$ cat config.mk
export PLATFORM = sky130hd
export DESIGN_NAME = pc_flow_ctrl_flat
export DESIGN_NICKNAME = d
export VERILOG_FILES = /design/src/rtl/pc_flow_ctrl_if.sv /design/src/rtl/pc_flow_ctrl.sv /design/src/flat_wrapper.sv
export SDC_FILE = /design/constraint.sdc
export NUM_CORES = 1
export LEC_CHECK = 0
export BUFFER_PORTS_ARGS = -buffer_cell sky130_fd_sc_hd__buf_2
export CAP_MARGIN = 20
export CORE_MARGIN = 1
export CORE_UTILIZATION = 42
export DETAILED_ROUTE_END_ITERATION = 8
export PLACE_DENSITY = 0.78
export SYNTH_ARGS = -nofsm -noshare
export SYNTH_HDL_FRONTEND = slang
export SYNTH_SLANG_ARGS = --single-unit
$ cat constraint.sdc
create_clock -name clk -period 2.4 [get_ports clk]
set_clock_uncertainty 0.15 [all_clocks]
set_input_delay 0.48 -clock clk [delete_from_list [all_inputs] [get_ports clk]]
set_output_delay 0.48 -clock clk [all_outputs]
set_load 0.05 [all_outputs]
$ cat src/rtl/pc_flow_ctrl_if.sv
// PC sequencer bus: pipeline-side requests and redirect sources in, PC register controls out.
interface pc_flow_ctrl_if #(
  parameter int N     = 32,
  parameter int CNT_W = 16
);
  logic [N-1:0]     pc_value;
  logic             imem_ready;
  logic             stall;
  logic             branch_taken;
  logic [N-1:0]     branch_target;
  logic             jump;
  logic [N-1:0]     jump_target;
  logic             jr;
  logic [N-1:0]     jr_target;
  logic             fetch_req;
  logic             pc_enable;
  logic [N-1:0]     new_pc;
  logic             if_id_flush;
  logic             misalign_err;
  logic [CNT_W-1:0] stall_cycles;

  // Pipeline / hazard side: drives requests, observes PC controls.
  modport master (
    output pc_value, imem_ready, stall, branch_taken, branch_target,
           jump, jump_target, jr, jr_target,
    input  fetch_req, pc_enable, new_pc, if_id_flush, misalign_err, stall_cycles
  );

  // Sequencer side.
  modport slave (
    input  pc_value, imem_ready, stall, branch_taken, branch_target,
           jump, jump_target, jr, jr_target,
    output fetch_req, pc_enable, new_pc, if_id_flush, misalign_err, stall_cycles
  );
endinterface

$ cat src/rtl/pc_flow_ctrl.sv
// PC sequencer: chooses PC+4 or a redirect target, holds one redirect while
// fetch is blocked, flags misaligned targets and counts blocked cycles.
module pc_flow_ctrl #(
  parameter int           N        = 32,
  parameter logic [N-1:0] RESET_PC = 32'h0040_0000,
  parameter int           CNT_W    = 16
) (
  input  logic         clk,
  input  logic         reset,
  pc_flow_ctrl_if.slave bus
);

  typedef enum logic [1:0] {BOOT, RUN, PEND} state_t;

  localparam logic [N-1:0] PC_STEP = N'(4);

  state_t           state_reg, state_next;
  logic [N-1:0]     pend_target_reg, pend_target_next;
  logic             misalign_reg, misalign_next;
  logic [CNT_W-1:0] stall_cnt_reg, stall_cnt_next;

  logic             go;
  logic             redirect;
  logic [N-1:0]     raw_target;
  logic [N-1:0]     sel_target;
  logic [N-1:0]     pc_plus4;

  logic             fetch_int, enable_int, flush_int;
  logic [N-1:0]     new_pc_int;

  // Redirect arbitration (jr > jump > branch) and the sequential increment.
  always_comb begin
    go         = bus.imem_ready & ~bus.stall;
    redirect   = bus.jr | bus.jump | bus.branch_taken;
    raw_target = bus.jr   ? bus.jr_target   :
                 bus.jump ? bus.jump_target : bus.branch_target;
    sel_target = {raw_target[N-1:2], 2'b00};
    pc_plus4   = bus.pc_value + PC_STEP;
  end

  // Next-state and output decode; reset forces a quiet, boot-vector output.
  always_comb begin
    state_next       = state_reg;
    pend_target_next = pend_target_reg;
    misalign_next    = misalign_reg;
    fetch_int        = 1'b0;
    enable_int       = 1'b0;
    flush_int        = 1'b0;
    new_pc_int       = RESET_PC;
    case (state_reg)
      BOOT: begin
        state_next = RUN;
      end
      RUN: begin
        fetch_int  = 1'b1;
        new_pc_int = pc_plus4;
        if (redirect && (raw_target[1:0] != 2'b00))
          misalign_next = 1'b1;
        if (go) begin
          enable_int = 1'b1;
          if (redirect) begin
            new_pc_int = sel_target;
            flush_int  = 1'b1;
          end
        end else if (redirect) begin
          // Fetch blocked: park the redirect until the front end can take it.
          pend_target_next = sel_target;
          state_next       = PEND;
        end
      end
      PEND: begin
        // The parked redirect owns the path; new redirects are ignored here.
        fetch_int  = 1'b1;
        new_pc_int = pend_target_reg;
        if (go) begin
          enable_int = 1'b1;
          flush_int  = 1'b1;
          state_next = RUN;
        end
      end
      default: begin
        state_next = BOOT;
      end
    endcase
    if (!reset) begin
      fetch_int  = 1'b0;
      enable_int = 1'b0;
      flush_int  = 1'b0;
      new_pc_int = RESET_PC;
    end
  end

  // Saturating blocked-cycle counter; stall and not-ready together count once.
  always_comb begin
    stall_cnt_next = stall_cnt_reg;
    if ((state_reg != BOOT) && !go && (stall_cnt_reg != {CNT_W{1'b1}}))
      stall_cnt_next = stall_cnt_reg + CNT_W'(1);
  end

  // State and status registers with synchronous active-low reset.
  always_ff @(posedge clk) begin
    if (!reset) begin
      state_reg       <= BOOT;
      pend_target_reg <= '0;
      misalign_reg    <= 1'b0;
      stall_cnt_reg   <= '0;
    end else begin
      state_reg       <= state_next;
      pend_target_reg <= pend_target_next;
      misalign_reg    <= misalign_next;
      stall_cnt_reg   <= stall_cnt_next;
    end
  end

  assign bus.fetch_req    = fetch_int;
  assign bus.pc_enable    = enable_int;
  assign bus.new_pc       = new_pc_int;
  assign bus.if_id_flush  = flush_int;
  assign bus.misalign_err = misalign_reg;
  assign bus.stall_cycles = stall_cnt_reg;

endmodule

$ cat src/flat_wrapper.sv
// flat-port wrapper written by rule: the top's interface ports become plain ports
module pc_flow_ctrl_flat 
#(
  parameter int           N        = 32,
  parameter logic [N-1:0] RESET_PC = 32'h0040_0000,
  parameter int           CNT_W    = 16
)
  (clk, reset, bus_pc_value, bus_imem_ready, bus_stall, bus_branch_taken, bus_branch_target, bus_jump, bus_jump_target, bus_jr, bus_jr_target, bus_fetch_req, bus_pc_enable, bus_new_pc, bus_if_id_flush, bus_misalign_err, bus_stall_cycles);
  pc_flow_ctrl_if #(.N(N), .CNT_W(CNT_W)) bus_i ();
  input  logic clk;
  input  logic reset;
  input wire logic [$bits(bus_i.pc_value)-1:0] bus_pc_value;
  input wire logic [$bits(bus_i.imem_ready)-1:0] bus_imem_ready;
  input wire logic [$bits(bus_i.stall)-1:0] bus_stall;
  input wire logic [$bits(bus_i.branch_taken)-1:0] bus_branch_taken;
  input wire logic [$bits(bus_i.branch_target)-1:0] bus_branch_target;
  input wire logic [$bits(bus_i.jump)-1:0] bus_jump;
  input wire logic [$bits(bus_i.jump_target)-1:0] bus_jump_target;
  input wire logic [$bits(bus_i.jr)-1:0] bus_jr;
  input wire logic [$bits(bus_i.jr_target)-1:0] bus_jr_target;
  output wire logic [$bits(bus_i.fetch_req)-1:0] bus_fetch_req;
  output wire logic [$bits(bus_i.pc_enable)-1:0] bus_pc_enable;
  output wire logic [$bits(bus_i.new_pc)-1:0] bus_new_pc;
  output wire logic [$bits(bus_i.if_id_flush)-1:0] bus_if_id_flush;
  output wire logic [$bits(bus_i.misalign_err)-1:0] bus_misalign_err;
  output wire logic [$bits(bus_i.stall_cycles)-1:0] bus_stall_cycles;
  assign bus_i.pc_value = bus_pc_value;
  assign bus_i.imem_ready = bus_imem_ready;
  assign bus_i.stall = bus_stall;
  assign bus_i.branch_taken = bus_branch_taken;
  assign bus_i.branch_target = bus_branch_target;
  assign bus_i.jump = bus_jump;
  assign bus_i.jump_target = bus_jump_target;
  assign bus_i.jr = bus_jr;
  assign bus_i.jr_target = bus_jr_target;
  assign bus_fetch_req = bus_i.fetch_req;
  assign bus_pc_enable = bus_i.pc_enable;
  assign bus_new_pc = bus_i.new_pc;
  assign bus_if_id_flush = bus_i.if_id_flush;
  assign bus_misalign_err = bus_i.misalign_err;
  assign bus_stall_cycles = bus_i.stall_cycles;
  pc_flow_ctrl #(.N(N), .RESET_PC(RESET_PC), .CNT_W(CNT_W)) u_core (.clk(clk), .reset(reset), .bus(bus_i));
endmodule
Word level (Yosys, flattened, before mapping)
Cells that the tools add are included.
Storage, ports and cells
  flip-flop bits (word level): 49
  bits of input ports: 135
  output and inout bits: 52
  logic and storage cells: 47
Operators by class
  $add $sub $neg: 2
  equal/unequal tests: 6
  mux-type cells: 19
  bitwise logic cells: 5
  reduce and logical (&&, ||, !) cells: 11
Operators by type and width (count)
  $mux 32: 5
  $pmux 32 s2: 1
  $add 32x3->32 const B: 1
  $add 16x1->16 const B: 1
  $ne 16x16->1 const B: 1
  $mux 1: 8
  $mux 2: 3
  $pmux 2 s3: 1
  $reduce_and 3->1: 2
  $ne 2x1->1 const B: 2
  $reduce_bool 2->1: 2
  $logic_and 1x1->1: 3
  $eq 2x1->1 const B: 1
  $eq 2x2->1 const B: 1
  $logic_not 2->1: 1
  $ne 2x2->1 const B: 1
  $not 1->1: 2
  $or 1x1->1: 2
  $pmux 1 s2: 1
  $reduce_and 2->1: 1
  $reduce_or 2->1: 1
  $and 1x1->1: 1
  $logic_not 1->1: 1

Longest topological paths before layout
  depth in word-level cells: 6
  mapped depth: 8
  depth with buffers taken out: 6

Least setup slack after synthesis
Ideal clock, no wire load.
  path type: input to output
  from: in bus_jump
  to: out bus_new_pc[14]
  arrival: 2.585 ns
  data required time: 1.770 ns
  setup slack: -0.815 ns
  stages: 8
  path buffers: 3
  cell sequence: clkbuf_1 > nor3_1 > nor2_1 > nor2b_1 > buf_2 > nand2_1 > buf_2 > o22ai_1
Between the ends
  cells in the longest elaborated chain, start to end: 6
  elaborated cells on any way between the ends: 8
  classes of those cells: mux: 6; bitwise: 2
RTL lines
  start, declared: RTL line flat_wrapper.sv:17  | input wire logic [$bits(bus_i.jump)-1:0] bus_jump;
  $mux 32 / $or 1x1->1 (equally long branches): RTL line pc_flow_ctrl.sv:36, pc_flow_ctrl.sv:34
  $mux 32 / $or 1x1->1 (equally long branches): RTL line pc_flow_ctrl.sv:35, pc_flow_ctrl.sv:34
  $mux 32 (*): RTL line pc_flow_ctrl.sv:61  | if (redirect) begin
  $mux 32 (*): RTL line pc_flow_ctrl.sv:59  | if (go) begin
  $pmux 32 s2 (*): RTL line pc_flow_ctrl.sv:50  | case (state_reg)
  $mux 32 (*): RTL line pc_flow_ctrl.sv:85  | if (!reset) begin
  end, declared: RTL line flat_wrapper.sv:23  | output wire logic [$bits(bus_i.new_pc)-1:0] bus_new_pc;
Mark *: on every way between the ends. The rest lies on a longest branch, timed or not.

Worst setup path in the final report
  from: in bus_pc_value[19]
  to: out bus_new_pc[29]
Between the ends
  cells in the longest elaborated chain, start to end: 5
RTL lines
  start, declared: RTL line flat_wrapper.sv:12  | input wire logic [$bits(bus_i.pc_value)-1:0] bus_pc_value;
  $add 32x3->32 (*): RTL line pc_flow_ctrl.sv:38  | pc_plus4 = bus.pc_value + PC_STEP;
  $mux 32: RTL line pc_flow_ctrl.sv:61
  $mux 32 (*): RTL line pc_flow_ctrl.sv:59
  $pmux 32 s2 (*): RTL line pc_flow_ctrl.sv:50
  $mux 32 (*): RTL line pc_flow_ctrl.sv:85
Marks and branches as above.

==> metrics <==
Fin Setup TNS -7.239 ns; crit path kind in2out; Post-Synthesis Cell Area 3775 µm²; relative max-transition margin 59.72%; most common cell type on the critical path or4_4; initial antenna violation count 0; most common flop cell mapped by yosys dfxtp_1; data arrival time of the worst path 2.14 ns; Routed wire per std cell 24.78 µm; clock slew at the register clock pins of the worst setup and hold paths 0.10 ns; total buffers and inverters traversed by the critical path 2; overall routed net length 23310 µm; clk buf depth 2; start of the worst register-to-register path u_core.state_reg[1]$_SDFFE_PN0P_; via count of the first global-routing pass 5865; final setup vio count 34; Worst path max stage delay 0.53 ns; Leakage Power 3.130 nW; top library cells by usage in the layout, fill and taps aside 132 x buf_2, 107 x nand2_1, 87 x buf_4, 83 x buf_6, 47 x dfxtp_1; number of DRC violations after detailed-routing iteration 0 507; logic depth of the worst register-to-register path 7; Synth Register Bits 49; Post-Synthesis Net Count 674; sort of element at the end of the critical path output port; number of nets in the layout 972; critical path cell sequence buf_8 -> nand4_4 -> or4_4 -> or4_4 -> xor2_4 -> o22ai_4 -> buf_6; Vias 6148; Critical-path top delay cell or4_4; max-cap violations 0; signed area change from the synthesized netlist to the final layout 102.4%; kind of cell with the highest combined delay on the critical path simple AND/OR/NAND/NOR gates; total global-route track usage 37.89%; VDD IR-drop max 0.3838 mV; instance count of the mapped netlist 534; die width 96.81 µm; core box area 8721 µm²; number of placement rows 34; Inserted Clock Buffers 5; violated checks setup timing; number of H-tree branching levels 2; total power per unit cell area 445.3 nW/µm²; Clock Sinks 49; Final Critical Period 2.773 ns; number of top-level pins 187; Hold Crit Depth 2; min-delay src u_core.pend_target_reg[29]$_SDFFE_PN0P_; count of different cell masters after synthesis 42; Post-CTS Hold Buffers 0; HPWL Detailed 11320 µm; Routed Antenna Nets 0; number of flip-flops under the largest register name 30; worst reg2reg setup slack 0.14 ns; setup repair after global routing missed its margin true; Tcrit/Tclk final 115.5%; largest driver fanout on the critical path 2; Seq/Total Area, Yosys 25.99%; TritonCTS clock tree done; Mean Syn Cell Area 7.069 µm²; fraction of layout instances using a drive strength above 1 55.82%; slack of the critical path -0.3726 ns; number of detailed-routing iterations run before antenna repair 7; number of antenna diodes 0; insertion delay to the later sink of the worst-skew pair 0.32 ns; hold_ws 0.3164 ns; max-slew violation total from the final report 0; maximum number of pins on one net before global-route repair 41; vertical die dimension 96.81 µm; Util after Layout 87.62%; Synth Warn # 0; sink of the worst hold path u_core.pend_target_reg[29]$_SDFFE_PN0P_; CP Data Required Time 1.77 ns; most frequent standard cell in the layout excluding fill and tap cells buf_2; status finished with violations; gpl congestion 0.9953; via density per instance 6.533; number of synthesized flops with an enable pin 0; quantity of I/O buffers inserted on ports 186; Fmax 360.7 MHz; worst min path class reg2reg; Starting Density 43.29%; share of synthesized registers carrying an async set or reset 0%; kind of start point of the critical path input pin; residual DRC count 0; total grt overflow 0; global-route wire length before repair 28610 µm; Die Footprint 9371 µm²; clock root buffer master clkbuf_8; slew at the pin closest to its max-slew limit 0.6042 ns; critical register-to-register path endpoint u_core.bus.stall_cycles[9]$_SDFFE_PN0P_; number of hold violations in the final report 0
==> layout make-up <==
cell class              instances  area [µm²]
fillers                       398        1080
well taps                     108       135.1
clock inverters                 3       33.78
flip-flops and latches         49       983.4
multi-input cells             443        3672
inverters                       6       26.28
clock buffers                   5       68.82
repair buffers                327        2721
==> cells by family (layout without fill, tap and decap cells) <==
| kind of cell | count (synthesis) | after routing | share of synthesized area [%] |
|---|---|---|---|
| flops | 49 | 49 | 25.99 |
| fa+ha+maj | 5 | 5 | 1.657 |
| xor+xnor | 39 | 39 | 9.049 |
| mux | 30 | 30 | 7.955 |
| simple gates | 237 | 237 | 29.70 |
| compound gates | 132 | 132 | 21.25 |
| buf+inv | 42 | 341 | 4.408 |
==> through the flow <==
| stage | power [mW] | setup slack, ns | cell area [µm²] | cells |
|---|---|---|---|---|
| after floorplan | 1.701 | -0.3576 | 4210 | 534 |
| after global placement | 2.164 | -0.5700 | 5941 | 895 |
| after detailed placement | 2.202 | -0.5763 | 5941 | 895 |
| after CTS | 3.074 | -0.4073 | 7186 | 920 |
| after global routing | 3.474 | -0.4409 | 7641 | 941 |
| final | 3.403 | -0.3726 | 7641 | 941 |
==> layer usage <==
metal,track usage [%],share of wire [%],up-vias
met5,0,0,-
met4,27.90,11,0
met3,9.393,11,266
met2,64.73,45,575
met1,40.36,32,2794
li1,-,-,2513
==> cells in the mapped netlist (all sizes together), types with 6 or more instances <==
cell    count  area [µm²]
nand2     112       420.4
dfxtp      49       980.9
a21oi      40       200.2
nor2       37       138.9
o21ai      37       185.2
mux2i      30       300.3
clkbuf     29       108.9
a22oi      20       150.1
xnor2      20       175.2
xor2       19       166.4
nand3      18       90.09
o22ai      18       118.9
nor3       14       70.07
nand4      13       87.58
and3       10       63.81
and4        7       61.31
buf         7       35.03
inv         6       22.52
nor4        6       37.54
==> tightest hold or removal path, stage by stage, from the launching register on <==
cell,delay [ns]
dfxtp_1,0.32
nand2_1,0.05
a21oi_1,0.05
==> worst max-delay path by stage <==
stage	from	cells after the start	end	slack (ns)
after floorplan	bus_pc_value[19]	5	bus_new_pc[29]	-0.36
after global placement	bus_pc_value[19]	7	bus_new_pc[29]	-0.57
after detailed placement	bus_pc_value[19]	7	bus_new_pc[29]	-0.58
after CTS	bus_pc_value[19]	7	bus_new_pc[29]	-0.41
after global routing	bus_pc_value[11]	9	bus_new_pc[31]	-0.44
final	bus_pc_value[19]	7	bus_new_pc[29]	-0.37
==> report_power, final <==
group          internal [mW]  switching, mW  leakage, nW
clock network          0.219          0.358       0.0511
logic                  0.814           1.07         2.68
registers              0.879         0.0614        0.399
total                   1.91           1.49         3.13
==> repair_timing <==
item                                   4_1_cts  5_1_grt
setup endpoints to repair                   34       35
gates resized for setup                    226       59
pin swaps                                   40       44
setup buffers                               20       29
endpoints found under the hold margin        0        0
cloned                                       3        1
Note: power is estimated with default switching activity, not from simulation.
